==> config.mk <==
export PLATFORM = sky130hd
export DESIGN_NAME = rv_fetch_pf
export DESIGN_NICKNAME = d
export VERILOG_FILES = /design/src/rtl/rv_fetch_pkg.sv /design/src/rtl/rv_fetch_fifo.sv /design/src/rtl/rv_fetch_pf.sv
export SDC_FILE = /design/constraint.sdc
export NUM_CORES = 1
export LEC_CHECK = 0
export CAP_MARGIN = 30
export CORE_MARGIN = 2
export CORE_UTILIZATION = 56
export CTS_CLUSTER_SIZE = 40
export DETAILED_ROUTE_END_ITERATION = 10
export GPL_ROUTABILITY_DRIVEN = 0
export PLACE_DENSITY = 0.76
export SYNTH_ARGS = -nofsm -noshare
export SYNTH_HDL_FRONTEND = slang
export SYNTH_SLANG_ARGS = --single-unit
==> constraint.sdc <==
create_clock -name i_clk -period 6.95 [get_ports i_clk]
set_input_delay 0.695 -clock i_clk [delete_from_list [all_inputs] [get_ports i_clk]]
set_output_delay 0.695 -clock i_clk [all_outputs]
set_load 0.005 [all_outputs]
==> src/rtl/rv_fetch_pkg.sv <==
// Shared types for the prefetching fetch unit.
//   FETCH_PC_W    : width of a word address (byte address bits [31:2])
//   fetch_entry_t : one prefetched instruction with its bus-error flag and word PC
package rv_fetch_pkg;

  localparam int unsigned FETCH_PC_W = 30;

  typedef struct packed {
    logic [31:0]           inst;
    logic                  err;
    logic [FETCH_PC_W-1:0] pc;
  } fetch_entry_t;

endpackage

==> src/rtl/rv_fetch_fifo.sv <==
// In-order synchronous FIFO of fetch_entry_t for the prefetch buffer.
// The head entry is read straight from the storage flops, so a push becomes
// visible on vld_o/head_o the cycle after it is written.
//   clk_i   in   1      clock
//   rst_ni  in   1      synchronous reset, active-low (storage cleared too)
//   flush_i in   1      drop every entry; overrides push/pop
//   push_i  in   1      write data_i at the tail
//   data_i  in   entry  entry to write
//   pop_i   in   1      retire the head entry
//   vld_o   out  1      head entry valid
//   head_o  out  entry  head entry
//   cnt_o   out  CW     number of valid entries
module rv_fetch_fifo
  import rv_fetch_pkg::*;
#(
  parameter int unsigned DEPTH = 4
) (
  input  logic                                clk_i,
  input  logic                                rst_ni,
  input  logic                                flush_i,
  input  logic                                push_i,
  input  fetch_entry_t                        data_i,
  input  logic                                pop_i,
  output logic                                vld_o,
  output fetch_entry_t                        head_o,
  output logic [$clog2(DEPTH+1)-1:0]          cnt_o
);

  localparam int unsigned PW = $clog2(DEPTH);
  localparam int unsigned CW = $clog2(DEPTH + 1);

  fetch_entry_t  mem_q [DEPTH];
  logic [PW-1:0] wr_q, wr_d;
  logic [PW-1:0] rd_q, rd_d;
  logic [CW-1:0] cnt_q, cnt_d;

  // DEPTH is a power of two, so the pointers wrap on their own.
  always_comb begin
    wr_d  = wr_q;
    rd_d  = rd_q;
    cnt_d = cnt_q;
    if (flush_i) begin
      wr_d  = '0;
      rd_d  = '0;
      cnt_d = '0;
    end else begin
      if (push_i) wr_d = wr_q + PW'(1);
      if (pop_i)  rd_d = rd_q + PW'(1);
      cnt_d = cnt_q + CW'(push_i) - CW'(pop_i);
    end
  end

  always_ff @(posedge clk_i) begin
    if (!rst_ni) begin
      wr_q  <= '0;
      rd_q  <= '0;
      cnt_q <= '0;
      for (int unsigned i = 0; i < DEPTH; i++) mem_q[i] <= '0;
    end else begin
      wr_q  <= wr_d;
      rd_q  <= rd_d;
      cnt_q <= cnt_d;
      if (push_i && !flush_i) mem_q[wr_q] <= data_i;
    end
  end

  assign vld_o  = (cnt_q != '0);
  assign head_o = mem_q[rd_q];
  assign cnt_o  = cnt_q;

  a_no_push_full: assert property (@(posedge clk_i) disable iff (!rst_ni)
    !(push_i && !flush_i && cnt_q == CW'(DEPTH)));
  a_no_pop_empty: assert property (@(posedge clk_i) disable iff (!rst_ni)
    !(pop_i && !flush_i && cnt_q == '0));

endmodule

==> src/rtl/rv_fetch_pf.sv <==
// Prefetching fetch unit: request-PC generator, pipelined instruction-bus
// master and in-order prefetch FIFO presenting a valid/ready stream to decode.
// Optional feature macro: RV_FETCH_PERF_EN (adds o_perf_fetched/o_perf_flushed).
//   i_clk/i_reset_n          clock, synchronous active-low reset
//   i_pc_sel/i_pc_target     one-cycle redirect strobe and word target
//   o_bus_req/o_bus_addr     read request and word address
//   i_bus_gnt                request accepted
//   i_bus_ack/i_bus_rdata    in-order read response and data
//   i_bus_err                response error, qualified by i_bus_ack
//   o_inst_vld/i_inst_rdy    head handshake towards decode
//   o_inst/o_inst_err/o_pc   head instruction, error flag, word PC
//   o_pc_p4                  o_pc + 1 (word), wraps
module rv_fetch_pf
  import rv_fetch_pkg::*;
#(
  parameter logic [31:0] RESET_ADDR = 32'h0000_0000,
  parameter int unsigned DEPTH      = 4,
  parameter int unsigned MAX_OUTST  = 2
) (
  input  logic                  i_clk,
  input  logic                  i_reset_n,
  input  logic                  i_pc_sel,
  input  logic [FETCH_PC_W-1:0] i_pc_target,
  output logic                  o_bus_req,
  output logic [FETCH_PC_W-1:0] o_bus_addr,
  input  logic                  i_bus_gnt,
  input  logic                  i_bus_ack,
  input  logic [31:0]           i_bus_rdata,
  input  logic                  i_bus_err,
  output logic                  o_inst_vld,
  input  logic                  i_inst_rdy,
  output logic [31:0]           o_inst,
  output logic                  o_inst_err,
  output logic [FETCH_PC_W-1:0] o_pc,
  output logic [FETCH_PC_W-1:0] o_pc_p4
`ifdef RV_FETCH_PERF_EN
  ,
  output logic [31:0]           o_perf_fetched,
  output logic [31:0]           o_perf_flushed
`endif
);

  localparam int unsigned OW = $clog2(MAX_OUTST + 1);
  localparam int unsigned CW = $clog2(DEPTH + 1);
  localparam logic [FETCH_PC_W-1:0] RESET_PC = RESET_ADDR[31:2];

  logic [FETCH_PC_W-1:0] req_pc_q, req_pc_d;
  logic [FETCH_PC_W-1:0] rsp_pc_q, rsp_pc_d;
  // outst_q counts every read in flight, stale ones included; discard_q is
  // the stale subset still to be dropped (always <= outst_q).
  logic [OW-1:0]         outst_q, outst_d;
  logic [OW-1:0]         discard_q, discard_d;
  logic [CW-1:0]         fifo_cnt;
  logic                  fire, push, pop, head_vld;
  fetch_entry_t          push_entry, head;

  // Credits include stale reads, so an ack can never find the FIFO full.
  assign o_bus_req  = i_reset_n && !i_pc_sel
                    && (32'(outst_q) < MAX_OUTST)
                    && ((32'(fifo_cnt) + 32'(outst_q)) < DEPTH);
  assign o_bus_addr = req_pc_q;
  assign fire       = o_bus_req && i_bus_gnt;

  assign push       = i_bus_ack && !i_pc_sel && (discard_q == '0);
  assign pop        = head_vld && i_inst_rdy && !i_pc_sel;
  assign push_entry = '{inst: i_bus_rdata, err: i_bus_err, pc: rsp_pc_q};

  always_comb begin
    req_pc_d  = req_pc_q;
    rsp_pc_d  = rsp_pc_q;
    outst_d   = outst_q;
    discard_d = discard_q;
    if (i_pc_sel) begin
      req_pc_d  = i_pc_target;
      rsp_pc_d  = i_pc_target;
      // Everything still in flight after this cycle is stale; an ack in
      // this cycle is dropped. No request can fire here.
      outst_d   = outst_q - OW'(i_bus_ack);
      discard_d = outst_d;
    end else begin
      if (fire) req_pc_d = req_pc_q + FETCH_PC_W'(1);
      outst_d = outst_q + OW'(fire) - OW'(i_bus_ack);
      if (i_bus_ack) begin
        if (discard_q != '0) discard_d = discard_q - OW'(1);
        else                 rsp_pc_d  = rsp_pc_q + FETCH_PC_W'(1);
      end
    end
  end

  always_ff @(posedge i_clk) begin
    if (!i_reset_n) begin
      req_pc_q  <= RESET_PC;
      rsp_pc_q  <= RESET_PC;
      outst_q   <= '0;
      discard_q <= '0;
    end else begin
      req_pc_q  <= req_pc_d;
      rsp_pc_q  <= rsp_pc_d;
      outst_q   <= outst_d;
      discard_q <= discard_d;
    end
  end

  rv_fetch_fifo #(.DEPTH(DEPTH)) u_fifo (
    .clk_i   (i_clk),
    .rst_ni  (i_reset_n),
    .flush_i (i_pc_sel),
    .push_i  (push),
    .data_i  (push_entry),
    .pop_i   (pop),
    .vld_o   (head_vld),
    .head_o  (head),
    .cnt_o   (fifo_cnt)
  );

  assign o_inst_vld = head_vld;
  assign o_inst     = head.inst;
  assign o_inst_err = head.err;
  assign o_pc       = head.pc;
  assign o_pc_p4    = head.pc + FETCH_PC_W'(1);

`ifdef RV_FETCH_PERF_EN
  logic [31:0] perf_fetched_q, perf_fetched_d;
  logic [31:0] perf_flushed_q, perf_flushed_d;
  logic        ack_dropped;

  assign ack_dropped = i_bus_ack && (i_pc_sel || (discard_q != '0));

  always_comb begin
    perf_fetched_d = perf_fetched_q + 32'(push);
    perf_flushed_d = perf_flushed_q + 32'(ack_dropped)
                   + (i_pc_sel ? 32'(fifo_cnt) : 32'd0);
  end

  always_ff @(posedge i_clk) begin
    if (!i_reset_n) begin
      perf_fetched_q <= '0;
      perf_flushed_q <= '0;
    end else begin
      perf_fetched_q <= perf_fetched_d;
      perf_flushed_q <= perf_flushed_d;
    end
  end

  assign o_perf_fetched = perf_fetched_q;
  assign o_perf_flushed = perf_flushed_q;
`endif

  a_no_ack_idle: assert property (@(posedge i_clk) disable iff (!i_reset_n)
    i_bus_ack |-> (outst_q != '0));

endmodule
==> results of run 1 <==
[metal layers]
metal	routed length, um	vias to the layer above	track usage [%]
met5	0	-	0
met4	733	0	6.35
met3	2500	56	4.01
met2	16300	399	39.7
met1	15300	4966	34.9
li1	-	4693	-
[cell usage after synthesis (4+ instances only)]
library cell / instances / share of area, %
and3_1: 19 / 0.77
buf_2: 11 / 0.36
or3_1: 7 / 0.28
mux2i_1: 6 / 0.39
edfxtp_1: 252 / 49
a211oi_1: 14 / 0.68
a32oi_1: 5 / 0.28
nor2_1: 48 / 1.2
clkbuf_1: 57 / 1.4
dfxtp_1: 73 / 9.5
mux4_1: 9 / 1.5
nand2_1: 46 / 1.1
nand3_1: 24 / 0.78
inv_1: 21 / 0.51
ha_1: 10 / 0.81
nand2b_1: 5 / 0.20
o21ai_0: 39 / 1.3
and4_1: 13 / 0.74
buf_6: 4 / 0.29
and2_1: 260 / 11
nand4_1: 24 / 0.98
xor2_1: 22 / 1.3
nor3_1: 14 / 0.46
a31oi_1: 17 / 0.69
nor4_1: 8 / 0.33
a21oi_1: 38 / 1.2
xnor2_1: 44 / 2.5
mux4_2: 53 / 7.8
[power by group]
part           switching [mW]  internal [mW]
registers              0.0628           2.19
clock network           0.726           1.05
logic                   0.188          0.205
total                   0.977           3.44
[how the worst max path moves through the flow]
stage	end	cells past startpoint	startpoint	slack, ns
detailed placement	u_fifo.mem_q[2][46]	7	i_reset_n	2.55
CTS	o_pc_p4[27]	7	flop	2.11
floorplan	u_fifo.mem_q[1][0]	4	i_pc_sel	0.75
global route	o_pc_p4[29]	7	flop	1.93
finish	o_pc_p4[20]	7	flop	2.19
global placement	u_fifo.mem_q[2][46]	7	i_reset_n	2.61
[logic make-up (layout without fill, tap and decap cells)]
group	after synthesis	in the layout	synth area share (%)
AO/OA/AOI/OAI	127	127	4.95
XOR/XNOR	66	66	3.76
adder cells (fa/ha/maj)	11	11	0.943
buffers and inverters	99	291	2.84
flip-flops	325	325	58.7
multiplexers	69	69	9.85
AND/OR/NAND/NOR	489	489	19.0
[flip-flops by register name, indices dropped and copies added, names as in the netlist, named ones only]
| signal | cells |
|---|---|
| outst_q | 2 |
| u_fifo.rd_q | 2 |
| u_fifo.cnt_o | 3 |
| o_bus_addr | 30 |
| u_fifo.mem_q | 252 |
| u_fifo.wr_q | 2 |
| discard_q | 2 |
| rsp_pc_q | 30 |
[layout make-up]
cell class / count / area (um^2)
clock buffer: 44 / 920
fill: 1822 / 8240
sequential: 325 / 9030
multi-input combinational: 762 / 5980
inverter: 23 / 86.3
clock inverter: 16 / 160
tap: 341 / 427
timing repair buffer: 208 / 2100
[metrics by stage]
stage / cell area [um^2] / power (mW)
after CTS: 18700 / 4.43
after global placement: 17600 / 2.67
after global routing: 18700 / 4.56
after detailed placement: 17600 / 2.68
final: 18700 / 4.42
after floorplan: 15400 / 2.46
[worst max-delay path: cells and delay by family (launching register included)]
kind | cells | cell delay (ns)
xor+xnor | 1 | 0.29
fa+ha+maj | 1 | 0.27
buf+inv | 1 | 0.55
flops | 1 | 0.79
mux | 1 | 0.47
simple gates | 3 | 1.15
==> metrics, run 1 <==
outcome finished, final reports clean; vias after detailed routing 10100; full die area 28800 um^2; Post-CTS Resized 0; Final nets 1434; Area Growth Syn to Fin 21.6%; largest net degree at the start of global routing 71; relative slew slack 29.1%; Post-Route Setup TNS 0 ns; ANT cells 0; final worst path period need 4.76 ns; Initial DRC Count 1034; overall die height 170 um; synthesized netlist cell count 1186; most frequent cells in the layout and2_1 (260), edfxtp_1 (252), clkdlybuf4s50_1 (193); fmax 0.210 GHz; Critical Path Start Type flop; library cells used by synthesis 65; reg2reg path depth 12; IO Count 194; most common cell after layout, fill and taps aside and2_1; CTS Hold Bufs 0; FFs w/ async S/R, synth 0%; share of layout cells above drive strength 1 9.94%; Die W 170 um; CP required 6.25 ns; dpl ws 2.55 ns; Worst-path clk slew 0.06 ns; max-slew violations 0; CTS max path bufs 3; R2R Setup Slk 3.90 ns; Clock Latency Late Sink 0.51 ns; CTS tree built; final antenna-violating net count 0; Worst Tran Pin Value 1.06 ns; initial antenna violation count 0; CTS Buf Count 34; CP max-delay cell dfxtp_4; EDFF count, synth 252; clock root cell clkbuf_16; Critical Path Fanout Max 36; Layout Cells excl Fill 1719; Cell Pwr Density 236 nW/um^2; Detail Placement HPWL 21500 um; router iterations before antenna repair 6; number of global-route vias before repair 9979; ys flop type edfxtp_1; gr ovfl total 0; initial core utilization 57.1%; Via density 5.88; worst path arrival time 4.07 ns; Synth Cell Area 15400 um^2; Hold Vio Cnt, Final 0; CP max stage delay 0.79 ns; first-pass GRT wire length 54800 um; final WL 34800 um; Util after Layout 69.4%; Final WS setup 2.19 ns; Crit Path Class flop to output port; clock skew 0.0233 ns; Yosys reg bits 325; register area share after synthesis 58.7%; hold path start o_bus_addr[21]; Net Count, Synth 1266; Hold EP o_bus_addr[21]; Clock Sinks 325; placed instance count 1657; Fin Hold WS 0.517 ns; Remaining DRCs 0; Max VDD drop 0.171 mV; reg2reg start outst_q[1]; Crit. End Element output port; LEAKAGE 6.70 nW; RSZ-0062 raised after global routing false; total core area 27000 um^2; port bufs 193; final period utilization 68.5%; Hold Path Stages 2; critical-path cell list mux4_1 > ha_1 > nand4_2 > nor4_4 > nand3_1 > xnor2_1 > clkdlybuf4s50_1; Setup-failing EPs final 0; routed len/inst 20.3 um; H-tree depth 2; # rows 60; GRT Util Overall 24.5%; Hold Path Class flop to flop; Synth Area per Inst 13.0 um^2; Yosys Warn Count 0; maxcap violations 0; Post-CTS Setup Bufs 0; R2R Path End outst_q[1]
No activity file was read; power rests on OpenSTA's default activity.
==> run 2, diff against run 1 <==
--- a/config.mk
+++ b/config.mk
@@ -7,11 +7,11 @@
 export LEC_CHECK = 0
 export CAP_MARGIN = 30
 export CORE_MARGIN = 2
-export CORE_UTILIZATION = 56
+export CORE_UTILIZATION = 51
 export CTS_CLUSTER_SIZE = 40
 export DETAILED_ROUTE_END_ITERATION = 10
 export GPL_ROUTABILITY_DRIVEN = 0
-export PLACE_DENSITY = 0.76
+export PLACE_DENSITY = 0.73
 export SYNTH_ARGS = -nofsm -noshare
 export SYNTH_HDL_FRONTEND = slang
 export SYNTH_SLANG_ARGS = --single-unit
==> constraint.sdc (replaced) <==
create_clock -name i_clk -period 4.1 [get_ports i_clk]
set_input_delay 0.41 -clock i_clk [delete_from_list [all_inputs] [get_ports i_clk]]
set_output_delay 0.41 -clock i_clk [all_outputs]
set_load 0.005 [all_outputs]
==> run 2 against run 1 <==
Net effect: worst setup slack worse by 1.9 ns; cell count up 3.7%; register-to-register slack worse by 2.6 ns; sequential share of layout area down 0.67 points; combinational power up 72%; sequential power up 69%; clock power up 86%.
==> metrics, run 2 (synthesis gave the netlist of run 1 again) <==
outcome finished, final reports clean; largest net degree at the start of global routing 71; CP required 3.69 ns; Via density 5.74; R2R Path End outst_q[1]; Hold Path Stages 2; LEAKAGE 6.82 nW; router iterations before antenna repair 5; Worst-path clk slew 0.06 ns; CP endpoint o_pc_p4[23]; Cell Pwr Density 410 nW/um^2; total core area 29600 um^2; max-slew violations 0; ANT cells 0; Max VDD drop 0.256 mV; Remaining DRCs 0; IO Count 194; M1 WL 16000 um; Setup-failing EPs final 0; routed wire length on met3 2500 um; Post-CTS Resized 0; reg2reg start outst_q[1]; Crit. End Element output port; Post-CTS Setup Bufs 0; clock skew 0.0128 ns; flip-flop and latch area 9030 um^2; final antenna-violating net count 0; initial core utilization 51.9%; Hold Vio Cnt, Final 0; met2 WL 17800 um; final period utilization 93.4%; clock root cell clkbuf_16; CTS Hold Bufs 0; maxcap violations 0; first-pass GRT wire length 57700 um; multi-input logic area 5980 um^2; Critical Path Start Type flop; Area Growth Syn to Fin 23.3%; CTS tree built; final worst path period need 3.83 ns; # rows 63; gr ovfl total 0; GRT Util Overall 23.6%; CTS max path bufs 3; full die area 31600 um^2; Fill cells 2240; fmax 0.261 GHz; Clock Latency Late Sink 0.50 ns; port bufs 193; most common cell after layout, fill and taps aside and2_1; worst path arrival time 3.42 ns; Worst Tran Pin Value 1.06 ns; overall die height 178 um; Final nets 1447; Crit Path Class flop to output port; Detail Placement HPWL 23500 um; RSZ-0062 raised after global routing false; Fin Hold WS 0.532 ns; reg2reg path depth 11; number of global-route vias before repair 10300; max reg flops 252; final WL 36700 um; placed instance count 1719; Die W 178 um; Hold Path Class flop to flop; H-tree depth 2; CTS Buf Count 36; Layout Cells excl Fill 1782; Clock Sinks 325; relative slew slack 29.2%; Initial DRC Count 828; share of layout cells above drive strength 1 11.0%; R2R Setup Slk 1.33 ns; initial antenna violation count 0; most frequent cells in the layout and2_1 (260), edfxtp_1 (252), clkdlybuf4s50_1 (193); vias after detailed routing 10200; Critical Path Fanout Max 15; Post-Route Setup TNS 0 ns; Top reg by flops u_fifo.mem_q; Top Layer Used met4; Total Power 7.78 mW; routed len/inst 20.6 um
==> run 2: changes by cell type in the layout (fill, tap and decap cells not counted), sizes merged <==
cell	change
clkinv	+5
clkbuf	-2
buf	+11
clkinvlp	-1
inv	-2
bufinv	+3
==> run 2: report_power, final <==
part,internal (mW),switching (mW),leakage [nW]
Clock,2.02,1.27,0.589
Combinational,0.351,0.327,3.01
Sequential,3.70,0.107,3.22
Total,6.08,1.70,6.82
==> run 2: layout make-up <==
type / instances / share of cell area (%)
Inverter: 23 / 0.455
Clock inverter: 21 / 1.32
Timing Repair Buffer: 219 / 11.5
Sequential cell: 325 / 47.6
Multi-Input combinational cell: 762 / 31.5
Clock buffer: 42 / 4.98
Tap cell: 390 / 2.57
==> run 2: per-layer routing <==
layer	GRT usage, %	vias to the layer above
li1	-	4726
met1	33.4	5073
met2	39.4	401
met3	3.30	34
met4	4.44	0
met5	0	-
==> run 2: worst min path at each step <==
stage | start | to | slack [ns]
CTS | o_bus_addr[9] | o_bus_addr[9] | 0.52
detailed placement | o_bus_addr[9] | o_bus_addr[9] | 0.51
floorplan | u_fifo.rd_q[1] | flop | 0.48
finish | o_bus_addr[21] | o_bus_addr[21] | 0.53
global placement | o_bus_addr[9] | o_bus_addr[9] | 0.50
global route | o_bus_addr[21] | o_bus_addr[21] | 0.57
==> run 2: through the flow <==
step,worst slack [ns],utilization (%),area (um^2)
floorplan,0.389,-,15400
global placement,0.804,60.0,17800
detailed placement,0.742,60.0,17800
CTS,0.180,64.0,19000
global route,0.0886,64.0,19000
finish,0.271,64.0,19000
==> run 2: worst max-delay path, stage by stage, from the launching register on <==
cell,delay (ns)
dfxtp_4,0.52
buf_4,0.33
mux4_1,0.70
and3_4,0.26
nand2_1,0.14
and4bb_1,0.24
xor2_1,0.19
clkdlybuf4s50_1,0.54
==> run 3, diff against run 2 <==
--- a/config.mk
+++ b/config.mk
@@ -11,6 +11,7 @@
 export CTS_CLUSTER_SIZE = 40
 export DETAILED_ROUTE_END_ITERATION = 10
 export GPL_ROUTABILITY_DRIVEN = 0
+export GPL_TIMING_DRIVEN = 0
 export PLACE_DENSITY = 0.73
 export SYNTH_ARGS = -nofsm -noshare
 export SYNTH_HDL_FRONTEND = slang
==> run 3 against run 2 <==
Net effect: non-clock buffer count increased by 57; wire length rose by 1.1%; worst hold slack worse by 0.17 ns; largest power group unchanged; register-to-register slack got worse by 0.44 ns; fmax is 0.88% lower; die area stayed put; clock-buffer cell count increased by 7; global-route usage grew 0.13 points; design area rose by 0.98%.
==> metrics, run 3 (synthesis gave the netlist of run 1 again) <==
Remaining DRCs 0; relative slew slack 33.2%; max-slew violations 0; CTS max path bufs 3; Hold Path Class input pin to flop; IO Count 194; Crit. End Element output port; Worst Tran Pin Value 0.996 ns; router iterations before antenna repair 7; maxcap violations 0; port bufs 192; CTS Hold Bufs 0; Crit Path Class flop to output port; CTS tree built; Critical Path Start Type flop; Cell Pwr Density 399 nW/um^2; Total Power 7.65 mW; CP endpoint o_pc_p4[18]; Post-CTS Setup Bufs 3; overall die height 178 um; first-pass GRT wire length 57600 um; RSZ-0062 raised after global routing false; Fin Hold WS 0.361 ns; share of layout cells above drive strength 1 10.0%; dpl ws 0.188 ns; clock skew 0.0172 ns; total core area 29600 um^2; R2R Setup Slk 0.89 ns; vias after detailed routing 10400; Max VDD drop 0.253 mV; LEAKAGE 6.88 nW; critical-path cell list buf_6 > buf_2 > mux4_1 > ha_1 > nand4_2 > nor4_4 > buf_12 > nand2_1 > xnor2_1 > clkdlybuf4s50_1; CP max-delay cell clkdlybuf4s50_1; Hold Vio Cnt, Final 0; initial core utilization 51.9%; routed len/inst 20.2 um; Final WS setup 0.237 ns; Detail Placement HPWL 25400 um; R2R Path End outst_q[1]; fin area 19200 um^2; Initial DRC Count 1003; initial antenna violation count 0; final worst path period need 3.86 ns; Placed Area 18000 um^2; final WL 37100 um; Setup-failing EPs final 0; Die W 178 um; max reg flops 252; CP required 3.69 ns; Post-Route Setup TNS 0 ns; Worst-path clk slew 0.06 ns; Via density 5.68; most common cell after layout, fill and taps aside and2_1; Top reg by flops u_fifo.mem_q; number of global-route vias before repair 10200; placed instance count 1773; final antenna-violating net count 0; gr ovfl total 0; reg2reg start outst_q[1]; CP max stage delay 0.57 ns; Area Growth Syn to Fin 24.5%; # rows 63; Util after Layout 64.7%; final period utilization 94.2%; Clock Sinks 325; worst path arrival time 3.45 ns; outcome finished, final reports clean; GRT Util Overall 23.7%; fmax 0.259 GHz; Clock Latency Late Sink 0.50 ns; H-tree depth 2; ANT cells 0; CTS Buf Count 36; largest net degree at the start of global routing 52; Layout Cells excl Fill 1838; most frequent cells in the layout and2_1 (260), edfxtp_1 (252), clkdlybuf4s50_1 (192); Critical Path Fanout Max 10; full die area 31600 um^2; Post-CTS Resized 0; clock root cell clkbuf_16; reg2reg path depth 13; Final nets 1504
run 3: cell count changes in the layout (fill, tap and decap cells not counted), moves of 2 or more:
cell	change
buf_16	+4
clkbuf_1	+63
buf_6	+4
clkinv_2	-4
buf_4	-19
clkinv_1	-2
nor3b_2	+2
dfxtp_1	+2
buf_2	+11
nor3b_4	-2
bufinv_16	-2
run 3: how the worst min path moves through the flow:
stage                         startpoint             end  slack (ns)  cells after the start
after floorplan           u_fifo.rd_q[1]            flop        0.48                      2
after global placement    o_bus_addr[21]  o_bus_addr[21]        0.50                      2
after detailed placement  o_bus_addr[21]  o_bus_addr[21]        0.51                      2
after CTS                       i_pc_sel    rsp_pc_q[27]        0.34                      3
after global routing            i_pc_sel    rsp_pc_q[27]        0.38                      3
final                           i_pc_sel    rsp_pc_q[27]        0.36                      3
run 3: routing by layer:
metal	up-vias	GRT usage, %	wire (um)
met5	-	0	0
met4	0	5.50	504
met3	42	2.93	2430
met2	442	40.0	18200
met1	5121	33.1	16000
li1	4840	-	-
run 3: final cells by class:
cell class                      instances  area (um^2)
Fill cell                            2247        10500
Inverter                               23         86.3
Multi-Input combinational cell        762         5960
Buffer                                 76          350
Clock inverter                         13          165
Clock buffer                           49          981
Timing Repair Buffer                  200         2100
Tap cell                              390          488
Sequential cell                       325         9030
run 3: worst max-delay path, delay by kind of cell, from the launching register on:
family	cells	cell delay, ns
xor+xnor	1	0.27
mux	1	0.38
fa+ha+maj	1	0.30
simple gates	3	0.45
buf+inv	4	1.20
flops	1	0.32
run 3: power by group:
group | total (mW) | leakage [nW] | switching (mW) | internal, mW
sequential | 3.80 | 3.21 | 0.0948 | 3.70
clock | 3.16 | 0.558 | 1.23 | 1.93
combinational | 0.695 | 3.10 | 0.339 | 0.357
